**src/rtl/mem_arb_pkg.sv**
```systemverilog
// Shared types and constants for the unified IF/data memory arbiter.
// Imported by the arbiter top and its round-robin grant logic.
package mem_arb_pkg;

    typedef enum logic [1:0] {
        IDLE   = 2'b00,
        ACCESS = 2'b01,
        RESP   = 2'b10
    } state_t;

    typedef enum logic [1:0] {
        OWN_NONE = 2'b00,
        OWN_IF   = 2'b01,
        OWN_DATA = 2'b10
    } owner_t;

    localparam int DEF_TIMEOUT = 255;

    function automatic int cnt_width(input int t);
        return $clog2(t + 1);
    endfunction

    localparam int CNT_W = cnt_width(DEF_TIMEOUT);

endpackage

```
**src/rtl/unified_mem_arbiter_rr.sv**
```systemverilog
// Two-way round-robin grant: the requester that did not own the
// memory last wins a tie. Purely combinational, one-hot grant.
import mem_arb_pkg::*;

module rr_arbiter2 (
    input  logic       req_if,
    input  logic       req_data,
    input  owner_t     last_owner,
    output logic [1:0] grant
);

    always_comb begin
        grant = 2'b00;
        if (req_if && req_data) begin
            grant = (last_owner == OWN_IF) ? 2'b10 : 2'b01;
        end else if (req_if) begin
            grant = 2'b01;
        end else if (req_data) begin
            grant = 2'b10;
        end
    end

endmodule

```
**src/rtl/unified_mem_arbiter.sv**
```systemverilog
// Shares one single-ported memory between instruction fetch and data
// access; every output is registered, with watchdog and alignment errors.
import mem_arb_pkg::*;

module unified_mem_arbiter #(
    parameter int AW      = 32,
    parameter int DW      = 32,
    parameter int TIMEOUT = DEF_TIMEOUT
) (
    input  logic          clk,
    input  logic          rst_n,
    input  logic          if_req,
    input  logic [AW-1:0] if_addr,
    output logic          if_ack,
    output logic [DW-1:0] if_rdata,
    input  logic          d_req,
    input  logic          d_we,
    input  logic [AW-1:0] d_addr,
    input  logic [DW-1:0] d_wdata,
    output logic          d_ack,
    output logic [DW-1:0] d_rdata,
    output logic          err,
    output logic          mem_en,
    output logic          mem_we,
    output logic [AW-1:0] mem_addr,
    output logic [DW-1:0] mem_wdata,
    input  logic [DW-1:0] mem_rdata,
    input  logic          mem_ready,
    output logic          busy,
    output logic [1:0]    owner
);

    localparam int CW = cnt_width(TIMEOUT);

    state_t        state, state_n;
    owner_t        own_q, own_n;
    owner_t        last_q, last_n;
    logic [CW-1:0] cnt, cnt_n;
    logic [1:0]    grant;

    logic          en_n, we_n, if_ack_n, d_ack_n, err_n, busy_n;
    logic [AW-1:0] addr_n;
    logic [DW-1:0] wdata_n, if_rdata_n, d_rdata_n;

    assign owner = own_q;

    rr_arbiter2 u_rr (
        .req_if     (if_req),
        .req_data   (d_req),
        .last_owner (last_q),
        .grant      (grant)
    );

    always_comb begin
        state_n    = state;
        own_n      = own_q;
        last_n     = last_q;
        cnt_n      = cnt;
        en_n       = 1'b0;
        we_n       = mem_we;
        addr_n     = mem_addr;
        wdata_n    = mem_wdata;
        if_ack_n   = 1'b0;
        d_ack_n    = 1'b0;
        err_n      = 1'b0;
        if_rdata_n = if_rdata;
        d_rdata_n  = d_rdata;
        unique case (state)
            IDLE: begin
                if (|grant) begin
                    own_n   = grant[0] ? OWN_IF : OWN_DATA;
                    last_n  = own_n;
                    addr_n  = grant[0] ? if_addr : d_addr;
                    we_n    = grant[1] & d_we;
                    wdata_n = grant[1] ? d_wdata : '0;
                    if (addr_n[1:0] != 2'b00) begin
                        // misaligned: answer at once, memory untouched
                        state_n  = RESP;
                        we_n     = 1'b0;
                        if_ack_n = grant[0];
                        d_ack_n  = grant[1];
                        err_n    = 1'b1;
                    end else begin
                        state_n = ACCESS;
                        en_n    = 1'b1;
                    end
                end
            end
            ACCESS: begin
                en_n  = 1'b1;
                cnt_n = cnt + CW'(1);
                if (mem_ready) begin
                    state_n  = RESP;
                    en_n     = 1'b0;
                    we_n     = 1'b0;
                    if_ack_n = (own_q == OWN_IF);
                    d_ack_n  = (own_q == OWN_DATA);
                    if (own_q == OWN_IF) begin
                        if_rdata_n = mem_rdata;
                    end else if (!mem_we) begin
                        d_rdata_n = mem_rdata;
                    end
                end else if (cnt == CW'(TIMEOUT - 1)) begin
                    state_n  = RESP;
                    en_n     = 1'b0;
                    we_n     = 1'b0;
                    if_ack_n = (own_q == OWN_IF);
                    d_ack_n  = (own_q == OWN_DATA);
                    err_n    = 1'b1;
                end
            end
            RESP: begin
                state_n = IDLE;
                own_n   = OWN_NONE;
                cnt_n   = '0;
            end
            default: begin
                state_n = IDLE;
                own_n   = OWN_NONE;
                cnt_n   = '0;
            end
        endcase
        busy_n = (state_n != IDLE);
    end

    always_ff @(posedge clk or negedge rst_n) begin
        if (!rst_n) begin
            state     <= IDLE;
            own_q     <= OWN_NONE;
            last_q    <= OWN_DATA;
            cnt       <= '0;
            mem_en    <= 1'b0;
            mem_we    <= 1'b0;
            mem_addr  <= '0;
            mem_wdata <= '0;
            if_ack    <= 1'b0;
            d_ack     <= 1'b0;
            err       <= 1'b0;
            if_rdata  <= '0;
            d_rdata   <= '0;
            busy      <= 1'b0;
        end else begin
            state     <= state_n;
            own_q     <= own_n;
            last_q    <= last_n;
            cnt       <= cnt_n;
            mem_en    <= en_n;
            mem_we    <= we_n;
            mem_addr  <= addr_n;
            mem_wdata <= wdata_n;
            if_ack    <= if_ack_n;
            d_ack     <= d_ack_n;
            err       <= err_n;
            if_rdata  <= if_rdata_n;
            d_rdata   <= d_rdata_n;
            busy      <= busy_n;
        end
    end

endmodule
```
**config.mk**
```make
export PLATFORM = sky130hd
export DESIGN_NAME = unified_mem_arbiter
export DESIGN_NICKNAME = d
export VERILOG_FILES = /design/src/rtl/mem_arb_pkg.sv /design/src/rtl/unified_mem_arbiter_rr.sv /design/src/rtl/unified_mem_arbiter.sv
export SDC_FILE = /design/constraint.sdc
export NUM_CORES = 1
export LEC_CHECK = 0
export ABC_AREA = 0
export CORE_MARGIN = 2
export CORE_UTILIZATION = 40
export DETAILED_ROUTE_END_ITERATION = 10
export GPL_ROUTABILITY_DRIVEN = 0
export HOLD_SLACK_MARGIN = 0.08
export PLACE_DENSITY_LB_ADDON = 0.25
export SLEW_MARGIN = 20
export SYNTH_ARGS = -nofsm -noshare
export SYNTH_HDL_FRONTEND = slang
export SYNTH_SLANG_ARGS = --single-unit
```
**constraint.sdc**
```tcl
create_clock -name clk -period 4.8 [get_ports clk]
set_input_delay 0.96 -clock clk [delete_from_list [all_inputs] [get_ports clk]]
set_output_delay 0.96 -clock clk [all_outputs]
set_load 0.02 [all_outputs]
```
# Word level (Yosys, flattened, before mapping)
# Index checks and enable logic that the tools add are counted.
# W data, S select, Z words.
[totals]
ff_bits = 148
inputBits = 134
output_inout_bits = 136
[classes]
add_sub_neg = 1
bitwise_logic = 4
n_mux = 40
reduce_logical = 11
eq_ne = 7
[op_table]
columns = ["operator", "n"]
rows = [
  ["$mux W32", 2],
  ["$mux W1", 20],
  ["$mux W2", 10],
  ["$pmux W8 S2", 1],
  ["$pmux W1 S2", 5],
  ["$add A8 B1 Y8 const B", 1],
  ["$eq A8 B8 Y1 const B", 1],
  ["$pmux W2 S2", 2],
  ["$eq A2 B1 Y1 const B", 3],
  ["$reduce_and A3 Y1", 2],
  ["$reduce_bool A2 Y1", 3],
  ["$reduce_and A2 Y1", 2],
  ["$reduce_and A4 Y1", 1],
  ["$ne A3 B3 Y1 const B", 1],
  ["$not A1 Y1", 3],
  ["$eq A2 B2 Y1 const B", 1],
  ["$logic_not A2 Y1", 1],
  ["$ne A2 B2 Y1 const B", 1],
  ["$reduce_or A2 Y1", 1],
  ["$and A1 B1 Y1", 1],
  ["$logic_and A1 B1 Y1", 1],
]

# Longest topological paths before layout
[logic_depth]
ltp_word = 9
ltp_mapped = 6

# Cells and area by module
# A second synthesis with hierarchy kept.
[hier_totals]
cells_unflattened = 408
hier_area_um2 = 5770.5
[by_module_without_submodules]
columns = ["module", "n_inst", "cells_each", "area_per_inst_um2", "seq_area_each_um2"]
rows = [
  ["unified_mem_arbiter", 1, 404, 5740.5, 3704.8],
  ["rr_arbiter2", 1, 4, 30.0, 0.0],
]

# Least setup slack after synthesis
# No wires, ideal clock.
[synth_path]
path_type = "in2reg"
start = "input mem_ready"
end = "register d_rdata[10]"
t_arrival_ns = 1.883
setup_time_ns = 0.125
setup_slack_ns = 2.792
path_buffers = 1
stages = 4
path_cell_list = "nand2_1 nor3b_2 buf_6 mux2_2"
[synth_between]
elab_chain_cells = 1
[synth_rtl]
columns = ["item", "line", "text"]
rows = [
  ["start: declaration", "unified_mem_arbiter.sv:28", "input logic mem_ready,"],
  ["$reduce_and A4 Y1 (no line)", "--", ""],
  ["end signal: assignment", "unified_mem_arbiter.sv:155", "d_rdata <= d_rdata_n;"],
  ["end: declaration", "unified_mem_arbiter.sv:21", "output logic [DW-1:0] d_rdata,"],
]
# No other way between the ends.
# A chain may end at the register's enable or synchronous reset.

# Final worst setup path
[layout_path]
start = "input d_req"
end = "register state[1]"
[layout_between]
elab_chain_cells = 7
[layout_rtl]
columns = ["item", "line", "text"]
rows = [
  ["start: declaration", "unified_mem_arbiter.sv:16", "input logic d_req,"],
  ["$logic_and A1 B1 Y1", "unified_mem_arbiter_rr.sv:14", "if (req_if && req_data) begin"],
  ["$mux W2 *", "unified_mem_arbiter_rr.sv:14", ""],
  ["$mux W32", "unified_mem_arbiter.sv:73", "addr_n = grant[0] ? if_addr : d_addr;"],
  ["$reduce_bool A2 Y1", "unified_mem_arbiter.sv:76", "if (addr_n[1:0] != 2'b00) begin"],
  ["$mux W2", "unified_mem_arbiter.sv:76", ""],
  ["$mux W2 *", "unified_mem_arbiter.sv:70", "if (|grant) begin"],
  ["$pmux W2 S2 *", "unified_mem_arbiter.sv:68", "unique case (state)"],
  ["via state_n[1]", "unified_mem_arbiter.sv:35", "state_t state, state_n;"],
  ["end signal: assignment", "unified_mem_arbiter.sv:143", "state <= state_n;"],
  ["end: declaration", "unified_mem_arbiter.sv:35", ""],
]
# Mark *: on every way through the listed nets, which the timed path passes. The rest lies on a longest branch.

==> impl_metrics.yaml <==
drt:
  finalWirelength_um: 15850
  vias: 4440
  antenna_left: 0
  drt_iter0_drc: 192
  vias_per_cell: 5.139
  drcViolationCount: 0
  first_pass_iters: 4
  wl_per_cell_um: 18.34
clocking:
  cts-root-buf: "clkbuf_16"
  clk_pin_slew_worst_paths_ns: 0.06
  clk_path_buf_depth: 2
  cts_hold_buf: 0
  h-tree-depth: 4
  clock_sinks: 148
  cts_made_buffers: 17
  ctsResizeCount: 0
  clkLatencyLatePin_ns: 0.41
  cts_tree: "built"
  postCtsSetupRepairBufs: 0
critical_path:
  arrival_ns: 2.90
  crit_path_start: "d_req"
  worstReg2RegStart: "state[1]"
  crit_family: "buffers and inverters"
  cp-end-kind: "register"
  critPathMaxFanout: 42
  cp-endpoint: "state[1]"
  cp_num_buf_inv: 2
  crit_type: "in -> reg"
  rr_endpoint: "if_rdata[30]"
  crit_required_ns: 5.06
  worst-path-stages: 4
  worstPathCellList: "clkdlybuf4s50_1, o21ai_4, buf_4, o21ai_0"
  crit_path_max_incr_delay_ns: 0.77
  worstSetupStartpointType: "input port"
  slowest_stage: "o21ai_4"
  r2r_cells: 4
  r2r_setup_slack_ns: 2.50
timing:
  worst_pin_slew_ns: 0.9511
  fin_crit_sh_pct: 55.02
  hold_ws_ns: 0.4919
  finalHoldViolCount: 0
  relSlewSlack_pct: 36.44
  finalMaxSlewViolations: 0
  setup_violations: 0
  final.setup.tns_ns: 0
  max_freq_mhz: 378.6
  final.min_clock_period_ns: 2.641
  rsz0062_at_grt: "false"
  setup_slack_ns: 2.159
  skew_ns: 0.007891
power:
  p_sw_uw: 2155
  p_sw_share_pct: 34.65
  cellLeakagePower_uw: 0.003988
  pwr-share-comb_pct: 44.6
  pwr-share-seq_pct: 33.9
  power_density_mw_per_mm2: 672.6
  clock_power_share_pct: 21.5
  power.internal_uw: 4065
  ir_drop_uv: 356.4
logic_synthesis:
  netlist.area_leader.share_pct: 63.44
  synthTopCellsByCount: "dfrtp_1, mux2_2, a22o_1, a221o_1, and2_1"
  synth_top_cell_by_area: "dfrtp_1"
  syn_inst: 403
  synth_edf_count: 0
  synth_ff_type: "dfrtp_1"
  async_flop_share_pct: 100.0
  yosysMostFrequentCell: "dfrtp_1"
  synth_cell_type_count: 40
  postSynthAreaPerCell_um2: 14.39
  ys_warn_count: 0
  ys_ff_latch: 148
  synth.area.top_cells: "dfrtp_1, mux2_2, a221o_1"
  synth_fp_nets: 539
  yosysSeqAreaShare_pct: 63.90
  netlist_area_mm2: 0.005798
floorplanning:
  die_height_um: 124.4
  die-area_mm2: 0.01547
  chipWidth_um: 124.4
  rows: 43
  start_util_pct: 41.29
  core_mm2: 0.01404
  io_pins: 270
layout:
  nets: 807
  area_delta_synth_final_pct: 59.52
  antennaDiodeCount: 0
  drive_above_1_share_pct: 15.79
  design_area_mm2: 0.009249
status:
  status: "finished, final reports clean"
global_route:
  grt_pass1_vias: 4767
  grt_max_degree: 86
  grt.total_usage_pct: 20.74
  grt_pass1_wl_um: 25500
  grt-ovfl-total: 0
  antenna_found_initial: 0
min_path:
  hp-class: "reg -> reg"
place:
  place_area_mm2: 0.008647
  numPortBuffers: 269
  pre_cts_slack_ns: 1.705
  dpl.hpwl_um: 11380
flow_run:
  drv_cap: 0
## layout make-up
class                           count  area, um^2
Sequential cell                   148        3705
Fill cell                         976        4793
Timing Repair Buffer              274        2731
Clock buffer                       20       446.7
Multi-Input combinational cell    227        1974
Inverter                            3       11.26
Tap cell                          180       225.2
Clock inverter                     12       155.1
## logic make-up after synthesis
kind of cell / Yosys count / share of synthesized area (%)
flops: 148 / 63.90
compound gates: 86 / 12.69
mux: 68 / 13.14
simple gates: 66 / 6.431
buf+inv: 28 / 2.654
xor+xnor: 5 / 0.7553
fa+ha+maj: 2 / 0.4315
## placed cells by master (no fill, tap or decap), types with 2 or more instances in the layout
cell	instances
clkinvlp_4	2
clkinv_2	3
dfrtp_1	147
nand4_1	4
clkbuf_16	17
nor2_1	11
a22o_1	32
a21oi_1	2
inv_1	3
bufinv_16	3
clkdlybuf4s50_1	268
a21o_1	2
clkinv_4	3
xor2_1	4
mux2_2	65
ha_1	2
nand2_1	7
a221o_1	30
buf_4	5
clkbuf_1	2
nand2b_1	3
o21ai_0	11
mux2i_1	3
and2_1	30
or3_1	2
## worst min-delay path by stage
stage                  from            to  slack (ns)  cells past startpoint
2_1_floorplan     last_q[0]     last_q[0]        0.47                      1
3_3_place_gp    mem_addr[0]   mem_addr[0]        0.47                      2
3_5_place_dp    mem_addr[0]   mem_addr[0]        0.48                      2
4_1_cts         mem_addr[0]   mem_addr[0]        0.50                      2
5_1_grt        mem_wdata[7]  mem_wdata[7]        0.52                      1
6_report        mem_addr[0]   mem_addr[0]        0.49                      2
## worst min-delay path, cell delays in order, from the launching register on
cell and delay (ns):
dfrtp_1 0.34, nand2_1 0.05, o21ai_0 0.06
## per-stage QoR
| step | total power [uW] | util, % | std cells |
|---|---|---|---|
| 4_1_cts | 6283 | 65.86 | 864 |
| 6_report | 6221 | 65.86 | 864 |
| 5_1_grt | 6538 | 65.86 | 864 |
| 3_3_place_gp | 4846 | 61.55 | 832 |
| 2_1_floorplan | 3483 | - | 403 |
| 3_5_place_dp | 4918 | 61.58 | 832 |
## state kept, by name (all words and copies together), names as in the netlist
register and cells:
mem_addr 32, d_ack 1, state 2, cnt 8, owner 2, mem_en 1, d_rdata 32, if_ack 1
mem_we 1, mem_wdata 32, last_q 2, err 1, if_rdata 32, busy 1
## power groups by stage
stage | Clock (uW) | Sequential (uW) | Combinational [uW]
2_1_floorplan | 0 | 2700 | 780
3_3_place_gp | 0 | 2100 | 2750
3_5_place_dp | 0 | 2120 | 2800
4_1_cts | 1370 | 2110 | 2810
5_1_grt | 1430 | 2180 | 2930
6_report | 1340 | 2110 | 2770
## routing by layer
metal | track usage, % | part of all wire, %
met4 | 6.543 | 1.8
met1 | 25.81 | 42
met2 | 34.14 | 48
met5 | 0 | 0
met3 | 7.131 | 7.9
Power figures use the tool's default switching activity.
